**src/rtl/mux_stream_n1_if.sv**
```systemverilog
// Handshake and select bundle for the N-to-1 streaming multiplexer.
// The slave modport is the multiplexer side; master is whoever drives the channels and sinks the output.
interface mux_stream_n1_if #(
    parameter int WIDTH = 8,
    parameter int CH    = 4
);
    localparam int SEL_W = (CH > 2) ? $clog2(CH) : 1;

    logic [CH*WIDTH-1:0] in_data;
    logic [CH-1:0]       in_valid;
    logic [CH-1:0]       in_ready;
    logic [SEL_W-1:0]    sel_req;
    logic                sel_load;
    logic [SEL_W-1:0]    sel_cur;
    logic                busy;
    logic [WIDTH-1:0]    out_data;
    logic                out_valid;
    logic                out_ready;

    modport master (
        output in_data, in_valid, sel_req, sel_load, out_ready,
        input  in_ready, sel_cur, busy, out_data, out_valid
    );

    modport slave (
        input  in_data, in_valid, sel_req, sel_load, out_ready,
        output in_ready, sel_cur, busy, out_data, out_valid
    );
endinterface

```
**src/rtl/mux_stream_n1.sv**
```systemverilog
// N-to-1 streaming multiplexer with a registered output word and a drain-then-guard
// channel switch, so a switch never duplicates, drops or mixes words across channels.
module mux_stream_n1 #(
    parameter int WIDTH = 8,
    parameter int CH    = 4,
    parameter int GUARD = 2
) (
    input logic            sys_clk,
    input logic            sys_rst_n,
    mux_stream_n1_if.slave bus
);
    localparam int SEL_W = (CH > 2) ? $clog2(CH) : 1;
    localparam int CNT_W = (GUARD > 2) ? $clog2(GUARD) : 1;
    localparam logic [CNT_W-1:0] GUARD_LAST = CNT_W'((GUARD > 0) ? GUARD - 1 : 0);

    typedef enum logic [1:0] {ST_RUN, ST_DRAIN, ST_GUARD} state_t;

    state_t           state;
    logic [SEL_W-1:0] sel_cur;
    logic [SEL_W-1:0] pending;
    logic             busy;
    logic [WIDTH-1:0] out_data;
    logic             out_valid;
    logic [CNT_W-1:0] guard_cnt;

    logic [CH-1:0]    in_ready;
    logic             take;
    logic             drained;
    logic             req_ok;

    // Only the connected channel may be ready, and only while no switch is running.
    always_comb begin
        in_ready = '0;
        if (sys_rst_n && state == ST_RUN) begin
            in_ready[sel_cur] = ~out_valid | bus.out_ready;
        end
    end

    assign take    = bus.in_valid[sel_cur] & in_ready[sel_cur];
    assign drained = ~out_valid | bus.out_ready;
    assign req_ok  = bus.sel_load && (32'(bus.sel_req) < CH) && (bus.sel_req != sel_cur);

    always_ff @(posedge sys_clk or negedge sys_rst_n) begin
        if (!sys_rst_n) begin
            state     <= ST_RUN;
            sel_cur   <= '0;
            pending   <= '0;
            busy      <= 1'b0;
            out_data  <= '0;
            out_valid <= 1'b0;
            guard_cnt <= '0;
        end else begin
            case (state)
                ST_RUN: begin
                    if (take) begin
                        out_data  <= bus.in_data[sel_cur*WIDTH +: WIDTH];
                        out_valid <= 1'b1;
                    end else if (bus.out_ready) begin
                        out_valid <= 1'b0;
                    end
                    // A word accepted in the request cycle still completes; DRAIN flushes it.
                    if (req_ok) begin
                        pending <= bus.sel_req;
                        busy    <= 1'b1;
                        state   <= ST_DRAIN;
                    end
                end
                ST_DRAIN: begin
                    if (drained) begin
                        out_valid <= 1'b0;
                        if (GUARD > 0) begin
                            state     <= ST_GUARD;
                            guard_cnt <= '0;
                        end else begin
                            sel_cur <= pending;
                            busy    <= 1'b0;
                            state   <= ST_RUN;
                        end
                    end
                end
                ST_GUARD: begin
                    if (guard_cnt == GUARD_LAST) begin
                        sel_cur   <= pending;
                        busy      <= 1'b0;
                        guard_cnt <= '0;
                        state     <= ST_RUN;
                    end else begin
                        guard_cnt <= guard_cnt + CNT_W'(1);
                    end
                end
                default: state <= ST_RUN;
            endcase
        end
    end

    assign bus.in_ready  = in_ready;
    assign bus.sel_cur   = sel_cur;
    assign bus.busy      = busy;
    assign bus.out_data  = out_data;
    assign bus.out_valid = out_valid;
endmodule

```
**src/flat_wrapper.sv**
```systemverilog
// flat-port wrapper written by rule: the top's interface ports become plain ports
module mux_stream_n1_flat 
#(
    parameter int WIDTH = 8,
    parameter int CH    = 4,
    parameter int GUARD = 2
)
  (sys_clk, sys_rst_n, bus_in_data, bus_in_valid, bus_sel_req, bus_sel_load, bus_out_ready, bus_in_ready, bus_sel_cur, bus_busy, bus_out_data, bus_out_valid);
  mux_stream_n1_if #(.WIDTH(WIDTH), .CH(CH)) bus_i ();
  input logic sys_clk;
  input logic sys_rst_n;
  input wire logic [$bits(bus_i.in_data)-1:0] bus_in_data;
  input wire logic [$bits(bus_i.in_valid)-1:0] bus_in_valid;
  input wire logic [$bits(bus_i.sel_req)-1:0] bus_sel_req;
  input wire logic [$bits(bus_i.sel_load)-1:0] bus_sel_load;
  input wire logic [$bits(bus_i.out_ready)-1:0] bus_out_ready;
  output wire logic [$bits(bus_i.in_ready)-1:0] bus_in_ready;
  output wire logic [$bits(bus_i.sel_cur)-1:0] bus_sel_cur;
  output wire logic [$bits(bus_i.busy)-1:0] bus_busy;
  output wire logic [$bits(bus_i.out_data)-1:0] bus_out_data;
  output wire logic [$bits(bus_i.out_valid)-1:0] bus_out_valid;
  assign bus_i.in_data = bus_in_data;
  assign bus_i.in_valid = bus_in_valid;
  assign bus_i.sel_req = bus_sel_req;
  assign bus_i.sel_load = bus_sel_load;
  assign bus_i.out_ready = bus_out_ready;
  assign bus_in_ready = bus_i.in_ready;
  assign bus_sel_cur = bus_i.sel_cur;
  assign bus_busy = bus_i.busy;
  assign bus_out_data = bus_i.out_data;
  assign bus_out_valid = bus_i.out_valid;
  mux_stream_n1 #(.WIDTH(WIDTH), .CH(CH), .GUARD(GUARD)) u_core (.sys_clk(sys_clk), .sys_rst_n(sys_rst_n), .bus(bus_i));
endmodule
```
**config.mk**
```make
export PLATFORM = sky130hd
export DESIGN_NAME = mux_stream_n1_flat
export DESIGN_NICKNAME = d
export VERILOG_FILES = /design/src/rtl/mux_stream_n1_if.sv /design/src/rtl/mux_stream_n1.sv /design/src/flat_wrapper.sv
export SDC_FILE = /design/constraint.sdc
export NUM_CORES = 1
export LEC_CHECK = 0
export ABC_AREA = 1
export CORE_UTILIZATION = 34
export DETAILED_ROUTE_END_ITERATION = 12
export PLACE_DENSITY = 0.8
export REMOVE_ABC_BUFFERS = 1
export SYNTH_ARGS = -nofsm -noshare
export SYNTH_HDL_FRONTEND = slang
export SYNTH_SLANG_ARGS = --single-unit
export TNS_END_PERCENT = 50
```
**constraint.sdc**
```tcl
create_clock -name sys_clk -period 2.6 [get_ports sys_clk]
set_input_delay 0.78 -clock sys_clk [delete_from_list [all_inputs] [get_ports sys_clk]]
set_output_delay 0.78 -clock sys_clk [all_outputs]
set_load 0.005 [all_outputs]
```
; ---- Yosys cells after proc, flatten, opt, wreduce, memory -nomap -nowiden
; Index checks and enable logic that the tools add are counted.
[word_totals]
ff_bits = 17
latchBits = 0
mem_bits_rw = 0
rom_bits = 0
inputBits = 42
wordCells = 56
mem_count = 0
[classes]
addsub = 1
mul = 0
n_div = 0
n_lt_le_gt_ge = 2
n_eq_ne = 7
shifts = 1
muxes = 20
n_bitwise = 4
n_reduce_logical = 14
[op_table]
columns = operator, count
row1 = variable part select 32 x 6 -> 8 bit, 1
row2 = two-way mux 1 bit, 9
row3 = AND reduction 3 bit, 3
row4 = AND reduction 2 bit, 4
row5 = two-way mux 2 bit, 3
row6 = != test 2 x 1 -> 1 bit (second input constant), 3
row7 = one-hot mux 1 bit (2 select lines), 3
row8 = one-hot mux 2 bit (3 select lines), 1
row9 = nonzero test 2 bit, 3
row10 = AND 4 bit, 1
row11 = binary-select mux 1 bit (select 2 bit), 2
row12 = two-way mux 4 bit, 1
row13 = logical AND 1 bit, 3
row14 = < comparator 2 x 3 -> 1 bit (second input constant), 1
row15 = != test 3 x 2 -> 1 bit (second input constant), 1
row16 = demux 1 bit (select 2 bit), 1
row17 = equality test 2 x 1 -> 1 bit (second input constant), 1
row18 = equality test 2 bit (second input constant), 1
row19 = greater-or-equal comparator 2 x 1 -> 1 bit (second input constant), 1
row20 = zero test 2 bit, 1
row21 = != test 2 bit, 1
row22 = adder 1 bit (second input constant), 1
row23 = AND 1 bit, 1
row24 = inverter 1 bit, 1
row25 = OR 1 bit, 1

; ---- Longest topological paths before layout
[logic_depth]
word_depth = 11
mapped_depth = 11

; ---- Worst setup path after synthesis
; OpenSTA, ideal clock, no wires.
[synth_path]
path_type = input to output
startpoint = input port sys_rst_n
endpoint = output port bus_in_ready[0]
arrival_ns = 1.305
required_time_ns = 1.820
path_slack_ns = 0.515
stages = 4
n_path_buf = 0
path_cell_list = nand2_1 nor2_1 inv_1 nor3_1
[synth_between]
elab_chain_cells = 2
[synth_rtl]
columns = item, line
row1 = start: declaration, flat_wrapper.sv:11  ; input logic sys_rst_n;
row2 = logical AND 1 bit, mux_stream_n1.sv:34  ; if (sys_rst_n && state == ST_RUN) begin
row3 = two-way mux 4 bit, mux_stream_n1.sv:34
row4 = end: declaration, flat_wrapper.sv:17  ; output wire logic [$bits(bus_i.in_ready)-1:0] bus_in_ready;
; Every way passes these cells.

; ---- Worst setup path after layout
[layout_path]
startpoint = input port bus_out_ready
endpoint = register u_core.out_valid, in the netlist u_core.bus.out_valid
[layout_between]
elab_chain_cells = 8
word_cells_on_any_way = 11
[layout_rtl]
columns = item, line
row1 = start: declaration, flat_wrapper.sv:16  ; input wire logic [$bits(bus_i.out_ready)-1:0] bus_out_ready;
row2 = OR 1 bit, "mux_stream_n1.sv:35, mux_stream_n1.sv:40"
row3 = AND 4 bit (no source line), -
row4 = two-way mux 4 bit, mux_stream_n1.sv:34
row5 = binary-select mux 1 bit (select 2 bit), mux_stream_n1.sv:39  ; assign take = bus.in_valid[sel_cur] & in_ready[sel_cur];
row6 = two-way mux 1 bit (implied by the code), mux_stream_n1.sv:39
row7 = AND 1 bit, mux_stream_n1.sv:39
row8 = != test 3 x 2 -> 1 bit (no source line) / two-way mux 1 bit (equally long branches), -
row9 = AND reduction 3 bit (no source line) / one-hot mux 1 bit (2 select lines) (equally long branches), -
row10 = end signal: assignment, mux_stream_n1.sv:50  ; out_valid <= 1'b0;
row11 = end signal: assignment, mux_stream_n1.sv:57  ; out_valid <= 1'b1;
row12 = end signal: assignment, mux_stream_n1.sv:59  ; out_valid <= 1'b0;
row13 = end: declaration, mux_stream_n1.sv:23  ; logic out_valid;
; Parallel ways exist; a longest one is shown, timed or not. The select of a mux whose other input is x is not followed.
; A chain may end at the register's enable or synchronous reset.

==> flow_summary.ini <==
[run_status]
status = finished, final reports clean

[drt]
drc = 0
viasPerCell = 4.635
dr_wl_met3_um = 290
met1_length_mm = 1.450
dr.first_iter.drc_count = 66
vias = 1256
dr_wl_met2_mm = 1.528
routed.top_layer = met4
wl_per_cell_um = 12.14
drtPass1Iterations = 4
wl_mm = 3.290
ant_nets = 0

[pwr]
sw_frac_of_total = 0.4331
p_switching_w = 0.0007247
p_int_w = 0.0009487
vdd_ir_drop_max_mv = 0.4376
p_leak_nw = 0.8838
clkPwrFrac = 0.082
power_frac_comb = 0.636
pwr-share-seq = 0.282
power.density_nw_per_um2 = 901.9

[sta]
rsz0062_at_grt = false
tightest_slew_ns = 0.3761
tns_ns = 0
clock.fmax_ghz = 0.4082
final_max_slew_viol_count = 0
relSlewSlack = 0.7490
fin_crit_ns = 2.450
final-hold-violation-count = 0
timing.final.crit_share = 0.9422
fin_worst_skew_ns = 0.001086
setup-violations-final = 0
timing.hold.ws_ns = 0.4871

[clocking]
clk_root_buffer_cell = clkbuf_4
tritoncts = yes
cts.path.max_buffers = 2
h-tree-depth = 1
cts_sinks = 17
cts_buffers = 3
postCtsHoldBufs = 0
insertion_delay_ns = 0.28
clk_pin_slew_ns = 0.09

[floorplanning]
start_util = 0.3634
chipWidth_um = 59.36
die_h_um = 59.36
dieArea_um2 = 3523
placementRows = 20
io_pins = 58
core_region_area_um2 = 3078

[place]
dp_hpwl_mm = 2.340
place_congestion = 0.7156
io_buffers = 57

[setup_path]
arrival_ns = 2.64
crit_buf_inv = 10
cpMostUsedCell = buf_4
cp-start-kind = input port
critPathRequiredTime_ns = 2.79
cp_cell_sequence = dlygate4sd2_1 -> nor2_2 -> nor2_2 -> buf_4 -> buf_4 -> buf_4 -> buf_4 -> buf_4 -> buf_4 -> buf_4 -> buf_4 -> buf_4 -> nand2_8 -> or2_0 -> nand2_1
cp_max_fo = 5
crit_type = in -> reg
slowest_stage = dlygate4sd2_1
cpPeakStageDelay_ns = 0.26
critPathTopFamily = buffers and inverters
crit_path_end_kind = flip-flop
rrSetupSlack_ns = 0.25

[yosys]
synthTopCellsByArea = dfrtp_1, nand2_1, nand3_1
yosysTopAreaCellShare = 0.3803
synth_cell_types = 25
synth_area_per_cell_um2 = 7.170
ys_seq_elements = 17
synth_top_area_cell = dfrtp_1
yosysWarnings = 0
syn_area_um2 = 1119
yosysSeqAreaShare = 0.3803
netlist_instances = 156

[grt]
grt_pass1_vias = 1140
grt_pass1_wl_mm = 4.857
grt-ovfl-total = 0
grt_max_degree = 19
grt_usage = 0.1850
antenna_found_initial = 0

[final_layout]
drive_above_1_share = 0.1542
fin_util = 0.6028
area_growth_pct = 65.88
mostFrequentLayoutCells = nand2_1, clkdlybuf4s50_1, nand3_1, dfrtp_1
final_common_cell = nand2_1
nNetsFinal = 274
fillers = 287
diodes = 0

[job]
cap_violations = 0

[min_path]
hold_path_class = reg -> reg
## layout make-up
cell class              count  area, um2  area share
repair buffers             70      655.6      0.3533
multi-input cells         120      630.6      0.3399
flip-flops and latches     17      425.4      0.2293
inverters                  16      62.56     0.03372
well taps                  44      55.05     0.02967
clock buffers               4      26.28     0.01416
## repair_timing
action,4_1_cts,5_1_grt
cloned,0,2
endpoints found under the hold margin,0,0
endpoints found under the setup margin,4,13
setup buffers,9,0
pin swaps,3,4
resized for setup,18,5
## power by group through the flow
stage	Combinational [W]	Clock (W)	Sequential [W]
after floorplan	0.000505	0	0.000487
after global placement	0.000923	0	0.000471
after detailed placement	0.000941	0	0.000475
after CTS	0.00101	0.000144	0.000470
after global routing	0.00118	0.000156	0.000486
final	0.00106	0.000137	0.000473
## worst paths after layout
kind	startpoint	end	cells after the start
max	bus_out_ready	u_core.bus.out_valid	15
min	u_core.bus.out_data[7]	u_core.bus.out_data[7]	2
max reg2reg	u_core.state[0]	u_core.bus.out_valid	16
min reg2reg	u_core.bus.out_data[7]	u_core.bus.out_data[7]	2
max in group asynchronous	sys_rst_n	u_core.bus.out_data[5]	2
min in group asynchronous	sys_rst_n	u_core.bus.sel_cur[0]	2
## sequential cells by signal (all words and copies together) (netlist names)
name / count
u_core.bus.sel_cur: 2
u_core.state: 2
u_core.bus.out_data: 8
u_core.bus.out_valid: 1
u_core.bus.busy: 1
u_core.guard_cnt: 1
u_core.pending: 2
## worst register-to-register path, delay by kind of cell, from the launching register on
family	cells	cell delay [ns]
adder cells (fa/ha/maj)	1	0.23
buffers and inverters	10	1.23
AND/OR/NAND/NOR	5	0.41
flip-flops	1	0.38
## metrics by stage
step / power (W) / setup slack (ns) / area (um2) / cells
6_report: 0.001673 / 0.1504 / 1856 / 271
5_1_grt: 0.001821 / 0.08028 / 1856 / 271
4_1_cts: 0.001626 / -0.002687 / 1822 / 270
3_5_place_dp: 0.001416 / -0.4037 / 1732 / 257
3_3_place_gp: 0.001394 / -0.3749 / 1732 / 257
2_1_floorplan: 0.0009922 / 0.5152 / 1069 / 151
## synth_stat cells
library cell,count
nand2_4,1
nor2_4,1
inv_2,1
a31oi_1,1
inv_1,14
nand2_1,57
nor3_1,3
buf_2,1
o21ai_0,5
a21oi_1,9
o21ai_1,5
or2_0,1
nand2_2,1
buf_6,2
xnor2_1,2
ha_1,4
buf_8,1
o21ai_2,3
nand3_1,18
nand4_1,1
dfrtp_1,17
buf_4,1
nor2_1,5
nor2_2,1
inv_4,1
## routing by layer
| metal | track usage | vias up |
|---|---|---|
| li1 | - | 646 |
| met2 | 0.3387 | 47 |
| met3 | 0.05240 | 5 |
| met5 | 0 | - |
| met4 | 0.04082 | 0 |
| met1 | 0.2112 | 558 |
## cell families (layout without fill, tap and decap cells)
group           count (synthesis)  in the layout  share of synthesized area
fa+ha+maj                       4              4                    0.04474
flops                          17             17                     0.3803
simple gates                   89             91                     0.3445
compound gates                 23             23                     0.1141
buf+inv                        21             90                     0.1007
xor+xnor                        2              2                    0.01566
(Power assumes the default switching activity.)
